`config.mk`:
```
export PLATFORM = sky130hd
export DESIGN_NAME = uart_rx_loader
export DESIGN_NICKNAME = d
export VERILOG_FILES = /design/src/rtl/uart_pkg.sv /design/src/rtl/uart_rx_byte.sv /design/src/rtl/uart_rx_loader.sv
export SDC_FILE = /design/constraint.sdc
export NUM_CORES = 1
export LEC_CHECK = 0
export BUFFER_PORTS_ARGS = -buffer_cell sky130_fd_sc_hd__buf_4
export CAP_MARGIN = 10
export CELL_PAD_IN_SITES_DETAIL_PLACEMENT = 1
export CELL_PAD_IN_SITES_GLOBAL_PLACEMENT = 1
export CORE_UTILIZATION = 50
export CTS_BUF_LIST = sky130_fd_sc_hd__clkbuf_4 sky130_fd_sc_hd__clkbuf_8
export DETAILED_ROUTE_END_ITERATION = 8
export PLACE_DENSITY_LB_ADDON = 0.2
export SLEW_MARGIN = 20
export SYNTH_ARGS = -nofsm -noshare
export SYNTH_HDL_FRONTEND = slang
export SYNTH_HIERARCHICAL = 1
export SYNTH_SLANG_ARGS = --single-unit
```
`constraint.sdc`:
```
create_clock -name clk -period 4.1 [get_ports clk]
set_input_delay 0.41 -clock clk [delete_from_list [all_inputs] [get_ports clk]]
set_output_delay 0.41 -clock clk [all_outputs]
set_load 0.02 [all_outputs]
```
`src/rtl/uart_pkg.sv`:
```
// Shared definitions for the UART image loader.
//   rx_state_t   : receiver FSM state encoding
//   DATABITS     : data bits per UART frame
//   BYTESPERWORD : bytes packed into one RAM word
package uart_pkg;

  localparam int DATABITS     = 8;
  localparam int BYTESPERWORD = 4;

  typedef enum logic [2:0] {
    IDLE  = 3'd0,
    START = 3'd1,
    DATA  = 3'd2,
    STOP  = 3'd3,
    BREAK = 3'd4
  } rx_state_t;

endpackage

```
`src/rtl/uart_rx_byte.sv`:
```
// 8N1 UART byte receiver running on an oversampled clock.
// Ports:
//   clk       in   oversampled bit clock (OVERSAMPLE x baud)
//   nrst      in   asynchronous active-low reset
//   datai     in   serial line, idle high, LSB first
//   hold      in   when high, start bits are ignored in IDLE
//   bytevalid out  one-cycle pulse, rxbyte holds a good byte
//   rxbyte    out  last received byte
//   frameerr  out  one-cycle pulse, stop bit sampled low
//
// state | meaning
// ------+--------------------------------------------------------
// IDLE  | line idle, waiting for a falling edge on rxs
// START | counting to the middle of the start bit to confirm it
// DATA  | sampling eight data bits, one per OVERSAMPLE cycles
// STOP  | sampling the stop bit
// BREAK | stop bit was low; wait for the line to return high
module uart_rx_byte
  import uart_pkg::*;
#(
  parameter int OVERSAMPLE = 16
) (
  input  logic                clk,
  input  logic                nrst,
  input  logic                datai,
  input  logic                hold,
  output logic                bytevalid,
  output logic [DATABITS-1:0] rxbyte,
  output logic                frameerr
);

  localparam int SCW = $clog2(OVERSAMPLE);
  localparam int BIW = $clog2(DATABITS);
  localparam logic [SCW-1:0] SC_HALF = SCW'(OVERSAMPLE / 2 - 1);
  localparam logic [SCW-1:0] SC_LAST = SCW'(OVERSAMPLE - 1);
  localparam logic [BIW-1:0] BI_LAST = BIW'(DATABITS - 1);

  logic                sync1, rxs;
  rx_state_t           state, state_n;
  logic [SCW-1:0]      sc, sc_n;
  logic [BIW-1:0]      bitidx, bitidx_n;
  logic [DATABITS-1:0] shreg, shreg_n;

  // Two-flop synchroniser; resets to the idle line level so reset
  // release never looks like a start bit.
  always_ff @(posedge clk or negedge nrst) begin
    if (!nrst) begin
      sync1 <= 1'b1;
      rxs   <= 1'b1;
    end else begin
      sync1 <= datai;
      rxs   <= sync1;
    end
  end

  always_ff @(posedge clk or negedge nrst) begin
    if (!nrst) begin
      state  <= IDLE;
      sc     <= '0;
      bitidx <= '0;
      shreg  <= '0;
    end else begin
      state  <= state_n;
      sc     <= sc_n;
      bitidx <= bitidx_n;
      shreg  <= shreg_n;
    end
  end

  always_comb begin
    state_n   = state;
    sc_n      = sc;
    bitidx_n  = bitidx;
    shreg_n   = shreg;
    bytevalid = 1'b0;
    frameerr  = 1'b0;
    case (state)
      IDLE: begin
        sc_n = '0;
        if (!hold && !rxs) state_n = START;
      end
      START: begin
        if (sc == SC_HALF) begin
          sc_n     = '0;
          bitidx_n = '0;
          // A line that is high again at mid start bit was a glitch.
          state_n  = rxs ? IDLE : DATA;
        end else begin
          sc_n = sc + 1'b1;
        end
      end
      DATA: begin
        if (sc == SC_LAST) begin
          sc_n    = '0;
          shreg_n = {rxs, shreg[DATABITS-1:1]};
          if (bitidx == BI_LAST) state_n  = STOP;
          else                   bitidx_n = bitidx + 1'b1;
        end else begin
          sc_n = sc + 1'b1;
        end
      end
      STOP: begin
        if (sc == SC_LAST) begin
          sc_n = '0;
          if (rxs) begin
            bytevalid = 1'b1;
            state_n   = IDLE;
          end else begin
            frameerr  = 1'b1;
            state_n   = BREAK;
          end
        end else begin
          sc_n = sc + 1'b1;
        end
      end
      BREAK: begin
        sc_n = '0;
        if (rxs) state_n = IDLE;
      end
      default: begin
        sc_n    = '0;
        state_n = IDLE;
      end
    endcase
  end

  assign rxbyte = shreg;

endmodule

```
`src/rtl/uart_rx_loader.sv`:
```
// UART image loader: receives bytes, packs four little-endian bytes
// per word and writes them to the RAM second port from BASEADDR up.
// Ports:
//   clk        in   oversampled bit clock (OVERSAMPLE x baud)
//   nrst       in   asynchronous active-low reset
//   datai      in   UART serial in, idle high, LSB first
//   wram       out  RAM write enable, one-cycle pulse
//   ramaddress out  RAM word address
//   wramdata   out  packed word
//   done       out  sticky, DEPTH words written
//   frameerr   out  one-cycle pulse, stop bit sampled low
module uart_rx_loader
  import uart_pkg::*;
#(
  parameter int WIDTH      = 32,
  parameter int OVERSAMPLE = 16,
  parameter int BASEADDR   = 0,
  parameter int DEPTH      = 411699
) (
  input  logic             clk,
  input  logic             nrst,
  input  logic             datai,
  output logic             wram,
  output logic [WIDTH-1:0] ramaddress,
  output logic [WIDTH-1:0] wramdata,
  output logic             done,
  output logic             frameerr
);

  localparam int LANEW = $clog2(BYTESPERWORD);
  localparam logic [LANEW-1:0] LANE_LAST  = LANEW'(BYTESPERWORD - 1);
  localparam logic [WIDTH-1:0] FIRST_ADDR = WIDTH'(BASEADDR);
  localparam logic [WIDTH-1:0] LAST_ADDR  = WIDTH'(BASEADDR + DEPTH - 1);

  logic                                  bytevalid;
  logic [DATABITS-1:0]                   rxbyte;
  logic [LANEW-1:0]                      lane;
  logic [DATABITS*(BYTESPERWORD-1)-1:0]  word;
  logic [DATABITS*BYTESPERWORD-1:0]      fullword;

  uart_rx_byte #(
    .OVERSAMPLE (OVERSAMPLE)
  ) u_rx (
    .clk       (clk),
    .nrst      (nrst),
    .datai     (datai),
    .hold      (done),
    .bytevalid (bytevalid),
    .rxbyte    (rxbyte),
    .frameerr  (frameerr)
  );

  // Only the lower three lanes are stored; the top lane goes straight
  // from the receiver into the written word.
  assign fullword = {rxbyte, word};

  always_ff @(posedge clk or negedge nrst) begin
    if (!nrst) begin
      lane     <= '0;
      word     <= '0;
      wram     <= 1'b0;
      wramdata <= '0;
    end else begin
      wram <= 1'b0;
      // Bytes still in flight when done rises are dropped here.
      if (bytevalid && !done) begin
        if (lane == LANE_LAST) begin
          wram     <= 1'b1;
          wramdata <= WIDTH'(fullword);
          lane     <= '0;
        end else begin
          case (lane)
            2'd0:    word[7:0]   <= rxbyte;
            2'd1:    word[15:8]  <= rxbyte;
            default: word[23:16] <= rxbyte;
          endcase
          lane <= lane + 1'b1;
        end
      end
    end
  end

  // The address advances the cycle after each write; the final write
  // sets done instead, so the address parks on the last word.
  always_ff @(posedge clk or negedge nrst) begin
    if (!nrst) begin
      ramaddress <= FIRST_ADDR;
      done       <= 1'b0;
    end else if (wram) begin
      if (ramaddress == LAST_ADDR) done       <= 1'b1;
      else                         ramaddress <= ramaddress + 1'b1;
    end
  end

endmodule

```
== Word-level counts from Yosys, hierarchy flattened ==
Cells that the tools add are included.

* $add $sub $neg: 4
* Equality and inequality tests: 17
* Multiplexer cells: 25
* Bitwise operators: 3
* Reductions and logical operators: 18

{| class="wikitable"
|+ Operators by type and width
! operator !! count
|-
| 32-bit by 1-bit adder with 32-bit output (second input constant) || 1
|-
| 32-bit by 19-bit == test with 1-bit output (second input constant) || 1
|-
| 3-bit 2-to-1 mux || 10
|-
| 3-bit one-hot mux with 5 select lines || 1
|-
| 2-bit by 1-bit != test with 1-bit output (second input constant) || 6
|-
| 3-bit AND reduction || 3
|-
| 1-bit 2-to-1 mux || 8
|-
| 4-bit 2-to-1 mux || 2
|-
| 4-bit one-hot mux with 2 select lines || 1
|-
| 2-bit AND reduction || 4
|-
| 3-bit by 2-bit == test with 1-bit output (second input constant) || 2
|-
| 3-bit == test (second input constant) || 2
|-
| 3-bit one-hot mux with 2 select lines || 1
|-
| 6-bit AND reduction || 1
|-
| 4-bit by 1-bit adder with 4-bit output (second input constant) || 1
|-
| 4-bit by 3-bit == test with 1-bit output (second input constant) || 1
|-
| 4-bit == test (second input constant) || 1
|-
| 2-bit 2-to-1 mux || 2
|-
| 4-bit AND reduction || 1
|-
| 2-bit OR reduction || 2
|-
| 3-bit by 1-bit adder with 3-bit output (second input constant) || 1
|-
| 3-bit by 1-bit == test with 1-bit output (second input constant) || 1
|-
| 3-bit zero test || 1
|-
| 1-bit inverter || 3
|-
| other kinds (8) || 10
|}

* Bits in registers: 112
* Input bits: 3
* Output and inout port bits: 67
* Word-level logic and storage cells: 81

== Logic depth before layout (Yosys ltp) ==
Gate-level depths: netlist (run 1).

* Depth after elaboration: 5
* Mapped depth: 9
* Gate-level depth less buffers: 8

== By module ==
The synthesis (run 1) kept the hierarchy.

{| class="wikitable"
|+ By module, submodules not included
! module !! instances !! cells each !! area an instance (um2) !! sequential area each (um2)
|-
| uart_rx_loader || 1 || 292 || 3852.4 || 2302.2
|-
| uart_rx_byte || 1 || 84 || 1028.5 || 503.0
|}

== Worst setup path after synthesis (run 1) ==
OpenSTA, ideal clock, no wires.

* Path type: reg-to-reg
* Start: register u_rx.sc[0]
* End: register wramdata[10]
* Setup time: 0.125 ns
* Arrival: 2.066 ns
* Data required time: 3.975 ns
* Setup slack: 1.910 ns
* Cell stages (with the launch flop): 9
* Buffers on the path: 1
* Period minus slack after synthesis: 2.190 ns
* Path through: dfrtp_1 ha_1 and3_2 nand4_1 nor2_1 nor2b_1 nand2_1 buf_1 mux2_2

* Longest elaborated chain between the ends: 5

{| class="wikitable"
|+ Ends and longest elaborated chain
! element !! RTL line !! source
|-
| start, declared || uart_rx_byte.sv:40 || <nowiki>logic [SCW-1:0] sc, sc_n;</nowiki>
|-
| start signal, assigned || uart_rx_byte.sv:64 || <nowiki>sc <= sc_n;</nowiki>
|-
| 4-bit == test || uart_rx_byte.sv:103 || <nowiki>if (sc == SC_LAST) begin</nowiki>
|-
| 1-bit 2-to-1 mux || uart_rx_byte.sv:103 ||
|-
| 1-bit 2-to-1 mux || uart_rx_byte.sv:77 || <nowiki>case (state)</nowiki>
|-
| net bytevalid || uart_rx_loader.sv:35 || <nowiki>logic bytevalid;</nowiki>
|-
| 1-bit logical AND || uart_rx_loader.sv:66 || <nowiki>if (bytevalid && !done) begin</nowiki>
|-
| 2-bit AND reduction (no line) || -- ||
|-
| end signal, assigned || uart_rx_loader.sv:69 || <nowiki>wramdata <= WIDTH'(fullword);</nowiki>
|-
| end, declared || uart_rx_loader.sv:25 || <nowiki>output logic [WIDTH-1:0] wramdata,</nowiki>
|}

The timed path passes the listed nets, and every way through them passes these cells.
A chain may end at the register's enable or synchronous reset.

== Worst setup path after layout (run 1) ==
* Start: register u_rx.sc[0]
* End: register word[5]

* Longest elaborated chain between the ends: 5

{| class="wikitable"
|+ Ends and longest elaborated chain
! element !! RTL line !! source
|-
| 4-bit == test || uart_rx_byte.sv:103 ||
|-
| 1-bit 2-to-1 mux || uart_rx_byte.sv:103 ||
|-
| 1-bit 2-to-1 mux || uart_rx_byte.sv:77 ||
|-
| net bytevalid || uart_rx_loader.sv:35 ||
|-
| 1-bit logical AND || uart_rx_loader.sv:66 ||
|-
| 3-bit AND reduction (no line) || -- ||
|-
| end signal, assigned || uart_rx_loader.sv:73 || <nowiki>2'd0: word[7:0] <= rxbyte;</nowiki>
|-
| end, declared || uart_rx_loader.sv:38 || <nowiki>logic [DATABITS*(BYTESPERWORD-1)-1:0] word;</nowiki>
|}

The timed path passes the listed nets, and every way through them passes these cells.

==> metrics, run 1 <==
outcome completed; Clock Tree Buf Depth 2; syn avg cell area 12.98 µm²; Final nets 456; # Max-Cap Violations 0; total negative slack for setup checks 0 ns; Post-CTS Hold Fix Bufs 0; WL/cell 18.49 µm; number of enable flip-flop cells after synthesis 0; number of synthesis warnings 6; Num Clock Sinks 112; most repeated library cell on the critical path nor2_1; launch instance of the worst register-to-register path u_rx/sc[0]$_DFF_PN0_; DRC violation count after routing 0; Die H 100.8 µm; Diodes inserted 0; worst r2r path cells 8; detailed-routing iteration count for the pre-antenna-repair pass 4; path category of the worst min-delay check in -> async; number of vias per cell after detailed routing 5.464; Crit. End Element register; Post-Synthesis Net Count a little under 400; Hold Violations, Final 0; cell type group with the largest total delay on the critical path simple AND/OR/NAND/NOR gates; Max transition margin a little under three fifths; fin crit share between 50 and 60%; switching portion of total power 25.26%; number of synthesized register bits 112; Register Area 0.002805 mm²; area taken by multi-input logic gates around 0.0019 mm²; final setup slack of the worst path 1.658 ns; sequential cell area fraction in the yosys report a little under three fifths; number of buffer and inverter instances along the worst setup path 0; data arrival time of the critical path 2.71 ns; post-route antenna net violation count 0; Setup Crit Path Kind reg -> reg; die area 0.01016 mm²; IO Pins 70; number of fillers in the final layout 963; number of post-CTS setup repair buffers 0; placed instance area approximately 0.0055 mm²; Num CTS Buffers 9; Reg power frac 60.6%; total detailed-routing wirelength 10690 µm; number of global-route vias before repair 3337; reg-to-reg critical path endpoint word[5]$_DFFE_PN0P_; min cycle time layout about 2.4 ns; via count of the routed design 3158; clock tree from TritonCTS built; Placement Setup Slack 1.688 ns; final instance area 0.005699 mm²; count of pins over their slew limit 0; Setup crit start kind register; transition time of the tightest slew-check pin between 0.6 and 0.7 ns; share of total power in combinational logic between 7 and 8%; post-CTS clock slew at the launch and capture registers of the worst setup and hold paths 0.10 ns; RSZ-0062 raised after global routing no; clock insertion delay at the later pin of the skew report 0.38 ns; number of H-tree levels 3; Synth Cell Area 0.004881 mm²; growth of design area from synthesis to finish 16.77%; Max stage delay cell, worst path and2_1; most frequent standard cell in the layout excluding fill and tap cells dfrtp_1; cell type with the largest total area after synthesis dfrtp_1; share of the synthesized area in the top cell type 56.40%; maximum single-stage delay on the critical path slightly above 0.4 ns; part of the total power dissipated in the clock network 32.1%; half-perimeter wire length after placement 7535 µm; quantity of I/O buffers inserted on ports 69; sequence of cells on the critical path ha_1 -> and3_2 -> nand4_1 -> nor2_1 -> nand2b_1 -> nor2_1 -> and2_1 -> mux2_2; total number of placement rows 35; fraction of layout cells with a size suffix above 1 36.97%; Top FF cell, synth dfrtp_1; leading cell types by total area after synthesis dfrtp_1 (56%), mux2_2 (13%), xor2_1 (3.2%); gate count of the mapped netlist around 380; Fin Clk Skew 0.01088 ns; x dimension of the die 100.8 µm; Congestion Overflow GR 0; largest net degree at the start of global routing 48; worst-path maximum fanout 8; total global routing track utilization between 20% and 30%; async set-reset flop share out of synthesis 100.0%; global-route wire length before repair 17600 µm; internal power 1.462 mW; maximum ir drop on the vdd rail 199.3 µV; number of antenna violations at the first check in global routing 0; area of the core between 0.009 and 0.01 mm²; maximum clock frequency 409.5 MHz; starting utilization of the core area 52.33%; gp weighted congestion 0.7998; register-to-register setup slack 1.66 ns; Netlist cell types slightly above 50; data required time of the worst path 4.36 ns; standby leakage power 2.938 nW; P_sw 494.1 µW; total power per unit cell area 343.2 mW/mm²; drt initial violations 84; number of setup violations in the final report 0; Gates resized, CTS repair 0; buffer cell driving the clock tree root clkbuf_8; commonest cells after routing, fill and taps aside dfrtp_1 (110), buf_4 (73), mux2_2 (57)
-- worst max path at each step --
stage                              start                        to  slack, ns  cells past startpoint
floorplan           u_rx/sc[0]$_DFF_PN0_  wramdata[10]$_DFFE_PN0P_       1.91                      8
global placement    u_rx/sc[0]$_DFF_PN0_       word[3]$_DFFE_PN0P_       1.85                      8
detailed placement  u_rx/sc[0]$_DFF_PN0_       word[5]$_DFFE_PN0P_       1.69                      8
CTS                 u_rx/sc[0]$_DFF_PN0_       word[5]$_DFFE_PN0P_       1.62                      8
global route        u_rx/sc[0]$_DFF_PN0_      word[10]$_DFFE_PN0P_       1.44                      8
finish              u_rx/sc[0]$_DFF_PN0_       word[5]$_DFFE_PN0P_       1.66                      8
-- cells by family after synthesis --
| kind of cell | count (synthesis) | synth area share, % |
|---|---|---|
| AO/OA/AOI/OAI | 14 | 2.102 |
| multiplexers | 70 | 16.66 |
| buffers and inverters | 35 | 3.205 |
| XOR/XNOR | 33 | 5.922 |
| adder cells (fa/ha/maj) | 9 | 2.307 |
| AND/OR/NAND/NOR | 103 | 12.33 |
| flip-flops | 112 | 57.47 |
-- cells in the mapped netlist, drive strengths merged, types with 2 or more instances --
cell type / count
nor4: 16
or3: 2
a21oi: 3
dfrtp: 110
mux2: 66
nor3b: 2
nand4: 10
nor2: 11
nor3: 14
nand2b: 2
buf: 9
ha: 9
clkbuf: 7
xnor2: 15
and4: 3
inv: 19
nor2b: 2
and3: 4
o21ai: 2
mux2i: 4
and2: 3
dfstp: 2
or4: 4
xor2: 18
nand3: 5
nand2: 20
-- power groups by stage --
stage	combinational [mW]	clock [mW]	sequential, mW
after global placement	0.134	0	1.20
after floorplan	0.124	0	1.17
after CTS	0.147	0.651	1.19
after detailed placement	0.147	0	1.21
final	0.142	0.627	1.19
after global routing	0.167	0.687	1.19
-- sequential cells by signal (all words and copies together), names as in the netlist --
signal       count
ramaddress      32
u_rx/sc          4
done             1
u_rx/bitidx      3
u_rx/sync1       1
word            24
u_rx/rxbyte      8
lane             2
wramdata        32
u_rx/state       3
wram             1
u_rx/rxs         1
-- per-layer routing --
layer | vias up | wire length [µm] | global-route usage (%)
li1 | 1448 | - | -
met1 | 1640 | 4584 | 28.08
met2 | 55 | 5555 | 39.62
met3 | 15 | 406 | 5.825
met4 | 0 | 141 | 6.577
met5 | - | 0 | 0
-- cell type report --
type,instances,share of cell area (%)
Clock buffer,13,2.810
Clock inverter,3,0.4610
Inverter,19,1.251
Multi-Input combinational cell,229,33.81
Sequential cell,112,49.22
Tap cell,129,2.832
Timing Repair Buffer,73,9.616
-- stage by stage --
step / power [mW] / hold WS, ns / instances / utilization (%)
floorplan: 1.297 / 0.1144 / 376 / -
global placement: 1.335 / 0.3468 / 562 / 59.10
detailed placement: 1.353 / 0.3475 / 562 / 59.10
CTS: 1.984 / 0.04155 / 578 / 61.10
global route: 2.048 / 0.04919 / 578 / 61.10
finish: 1.956 / 0.02831 / 578 / 61.10
(Power assumes the default switching activity.)
==> run 2: changes to the inputs <==
Settings changed: ABC_AREA set to 1, CORE_UTILIZATION 50 to 44.
Clock period 4.1 ns to 2.25 ns, I/O delays scaled along.
==> run 2 against run 1 <==
Area after synthesis up 16%. Worst setup slack worse by 1.4 ns. Clock power grew 87%. Combinational power grew to 3.4 times the previous value. Synthesized cell count grew 100%. Via count is 60% higher. Worst hold slack gained 0.33 ns. Power is 93% higher. Sequential power grew 79%. Largest power group unchanged.
==> metrics, run 2 <==
share of total power in combinational logic around an eighth; sequential cell area fraction in the yosys report between 40% and 50%; number of H-tree levels 3; xor and xnor fraction of the mapped netlist area 2.167%; buffer cell driving the clock tree root clkbuf_8; core occupancy in the finished layout between 50% and 60%; number of synthesis warnings 6; RSZ-0062 raised after global routing no; gp weighted congestion 0.8496; outcome completed; clock tree from TritonCTS built; most common library cells after synthesis nand2_1 (358), dfrtp_1 (110), nor2_1 (84), inv_1 (51), o21ai_0 (45); number of post-CTS setup repair buffers 0; Congestion Overflow GR 0; cell type with the largest total area after synthesis dfrtp_1; Netlist cell types 28; Synth Cell Area 0.005658 mm²; data required time of the worst path ~2.6 ns; launch instance of the worst register-to-register path ramaddress[0]$_DFFE_PN0P_; total power per unit cell area 576.7 mW/mm²; P_sw 1.130 mW; area taken by multi-input logic gates 0.002515 mm²; Setup crit start kind register; internal power 2.653 mW; mux share of post-synthesis cell area 0%; simple logic cell fraction of the synthesized area 35.74%; total detailed-routing wirelength 15490 µm; total negative slack for setup checks 0 ns; via count of the routed design 5056; DRC violation count after routing 0; x dimension of the die between 100 and 150 µm; maximum ir drop on the vdd rail between 400 and 500 µV; number of vias per cell after detailed routing between 5 and 6; number of synthesized register bits 112; Post-Synthesis Net Count 770; number of enable flip-flop cells after synthesis 0; syn avg cell area 7.464 µm²; total global routing track utilization 25.74%; Final nets 840; WL/cell 15.41 µm; number of antenna violations at the first check in global routing 0; reg-to-reg critical path endpoint ramaddress[8]$_DFFE_PN0P_; fin crit share between 80 and 90%; Num CTS Buffers 9; growth of design area from synthesis to finish 15.92%; global-route wire length before repair 26250 µm; number of fillers in the final layout 1625; largest family of logic cells by synthesized area simple AND/OR/NAND/NOR gates; standby leakage power 3.380 nW; most frequently used cell type in the post-synthesis netlist nand2_1; worst r2r path cells 9; switching portion of total power around 30%; commonest cells after routing, fill and taps aside nand2_1 (356), dfrtp_1 (110), nor2_1 (84); quantity of I/O buffers inserted on ports 69; path category of the worst min-delay check in -> async; Crit. End Element register; data arrival time of the critical path 2.35 ns; min cycle time layout 2.018 ns; clock insertion delay at the later pin of the skew report 0.39 ns; final setup slack of the worst path between 0.2 and 0.25 ns; most frequent standard cell in the layout excluding fill and tap cells nand2_1; async set-reset flop share out of synthesis 100.0%; starting utilization of the core area 45.02%; Fin Clk Skew 0.009089 ns; detailed-routing iteration count for the pre-antenna-repair pass 4; Die H ~120 µm; die area roughly 0.013 mm²; number of setup violations in the final report 0; count of pins over their slew limit 0; power consumption 3.782 mW; number of global-route vias before repair 5191; biggest regs ramaddress: 32 flops, wramdata: 32 flops, word: 24 flops; post-CTS clock slew at the launch and capture registers of the worst setup and hold paths around 0.11 ns; fraction of layout cells with a size suffix above 1 15.13%; Num Clock Sinks 112; largest net degree at the start of global routing 45; IO Pins 70; post-route antenna net violation count 0; transition time of the tightest slew-check pin roughly 0.76 ns; part of the total power dissipated in the clock network ~31%; Setup Crit Path Kind reg -> reg; Top FF cell, synth dfrtp_1; maximum clock frequency between 400 and 500 MHz; register-to-register setup slack 0.23 ns; share of the synthesized area in the top cell type 48.65%; Placement Setup Slack 0.1595 ns; Register Area 0.002805 mm²; Max transition margin 49.24%; Reg power frac 56.4%; area of the core 0.01257 mm²; leading cell types by total area after synthesis dfrtp_1 (49%), nand2_1 (24%), nor2_1 (5.6%); gate count of the mapped netlist about 760; Clock Tree Buf Depth 2; Hold Violations, Final 0; half-perimeter wire length after placement 11550 µm; worst hold-check slack 0.3572 ns; Synth Area in Adders 1.990%; drt initial violations 268; worst-path maximum fanout 32; Diodes inserted 0; Synth Area in Compound Gates roughly 4.5%; total number of placement rows 41; # Max-Cap Violations 0
[run 2: changes by cell type in the layout (fill, tap and decap cells not counted), moves of 11 or more]
cell	change
nor3_1	-11
mux2_2	-57
nor4_1	-15
o21ai_0	+43
nor2_1	+73
nand3_1	+21
nand2_1	+336
inv_1	+32
[run 2: metal layers]
| metal | up-vias | GRT usage, % | share of wire [%] |
|---|---|---|---|
| met3 | 19 | 2.952 | 3.0 |
| met4 | 0 | 9.177 | 1.6 |
| met2 | 65 | 41.52 | 48 |
| li1 | 2459 | - | - |
| met5 | - | 0 | 0 |
| met1 | 2513 | 35.84 | 48 |
[run 2: cell type report]
cell class	instances	share of cell area [%]
well taps	172	3.281
repair buffers	79	9.500
clock inverters	6	0.8394
inverters	57	3.262
multi-input cells	569	38.34
clock buffers	10	2.003
flip-flops and latches	112	42.77
[run 2: how the worst max path moves through the flow]
stage                              startpoint                          to  slack (ns)  cells after the start
floorplan                u_rx/sc[0]$_DFF_PN0_        word[13]$_DFFE_PN0P_        0.50                     10
global placement    ramaddress[0]$_DFFE_PN0P_   ramaddress[2]$_DFFE_PN0P_        0.37                      9
detailed placement       u_rx/sc[0]$_DFF_PN0_         word[2]$_DFFE_PN0P_        0.16                      7
CTS                      u_rx/sc[0]$_DFF_PN0_         word[2]$_DFFE_PN0P_        0.14                      7
global route        ramaddress[0]$_DFFE_PN0P_  ramaddress[30]$_DFFE_PN0P_        0.02                      9
finish              ramaddress[0]$_DFFE_PN0P_   ramaddress[8]$_DFFE_PN0P_        0.23                      9
[run 2: cells by family after synthesis]
kind of cell / count (synthesis)
xor+xnor: 14
simple gates: 497
flops: 112
fa+ha+maj: 9
buf+inv: 77
compound gates: 49
[run 2: metrics by stage]
step / area [µm²] / cells
detailed placement: 6347 / 987
floorplan: 5658 / 758
global route: 6559 / 1005
global placement: 6347 / 987
finish: 6559 / 1005
CTS: 6554 / 1005
[run 2: critical path, stage by stage (launching register included)]
cell and delay [ns]:
dfrtp_1 0.47, inv_1 0.15, ha_1 0.25, nand3_1 0.08, nor2_1 0.05, nand2_1 0.07, nor2_2 0.05, nor2_4 0.58
nand2_1 0.14, nand2_1 0.10
[run 2: power by group through the flow]
stage / logic, mW / clock network, mW / registers (mW)
after CTS: 0.488 / 1.22 / 2.14
final: 0.477 / 1.17 / 2.13
after global routing: 0.546 / 1.29 / 2.14
after global placement: 0.443 / 0 / 2.17
after detailed placement: 0.483 / 0 / 2.18
after floorplan: 0.347 / 0 / 2.16
[run 2: repair_timing]
action,CTS,global route
gates resized for setup,0,2
hold buffers,2,0
setup endpoints to repair,0,1
endpoints found under the hold margin,38,0
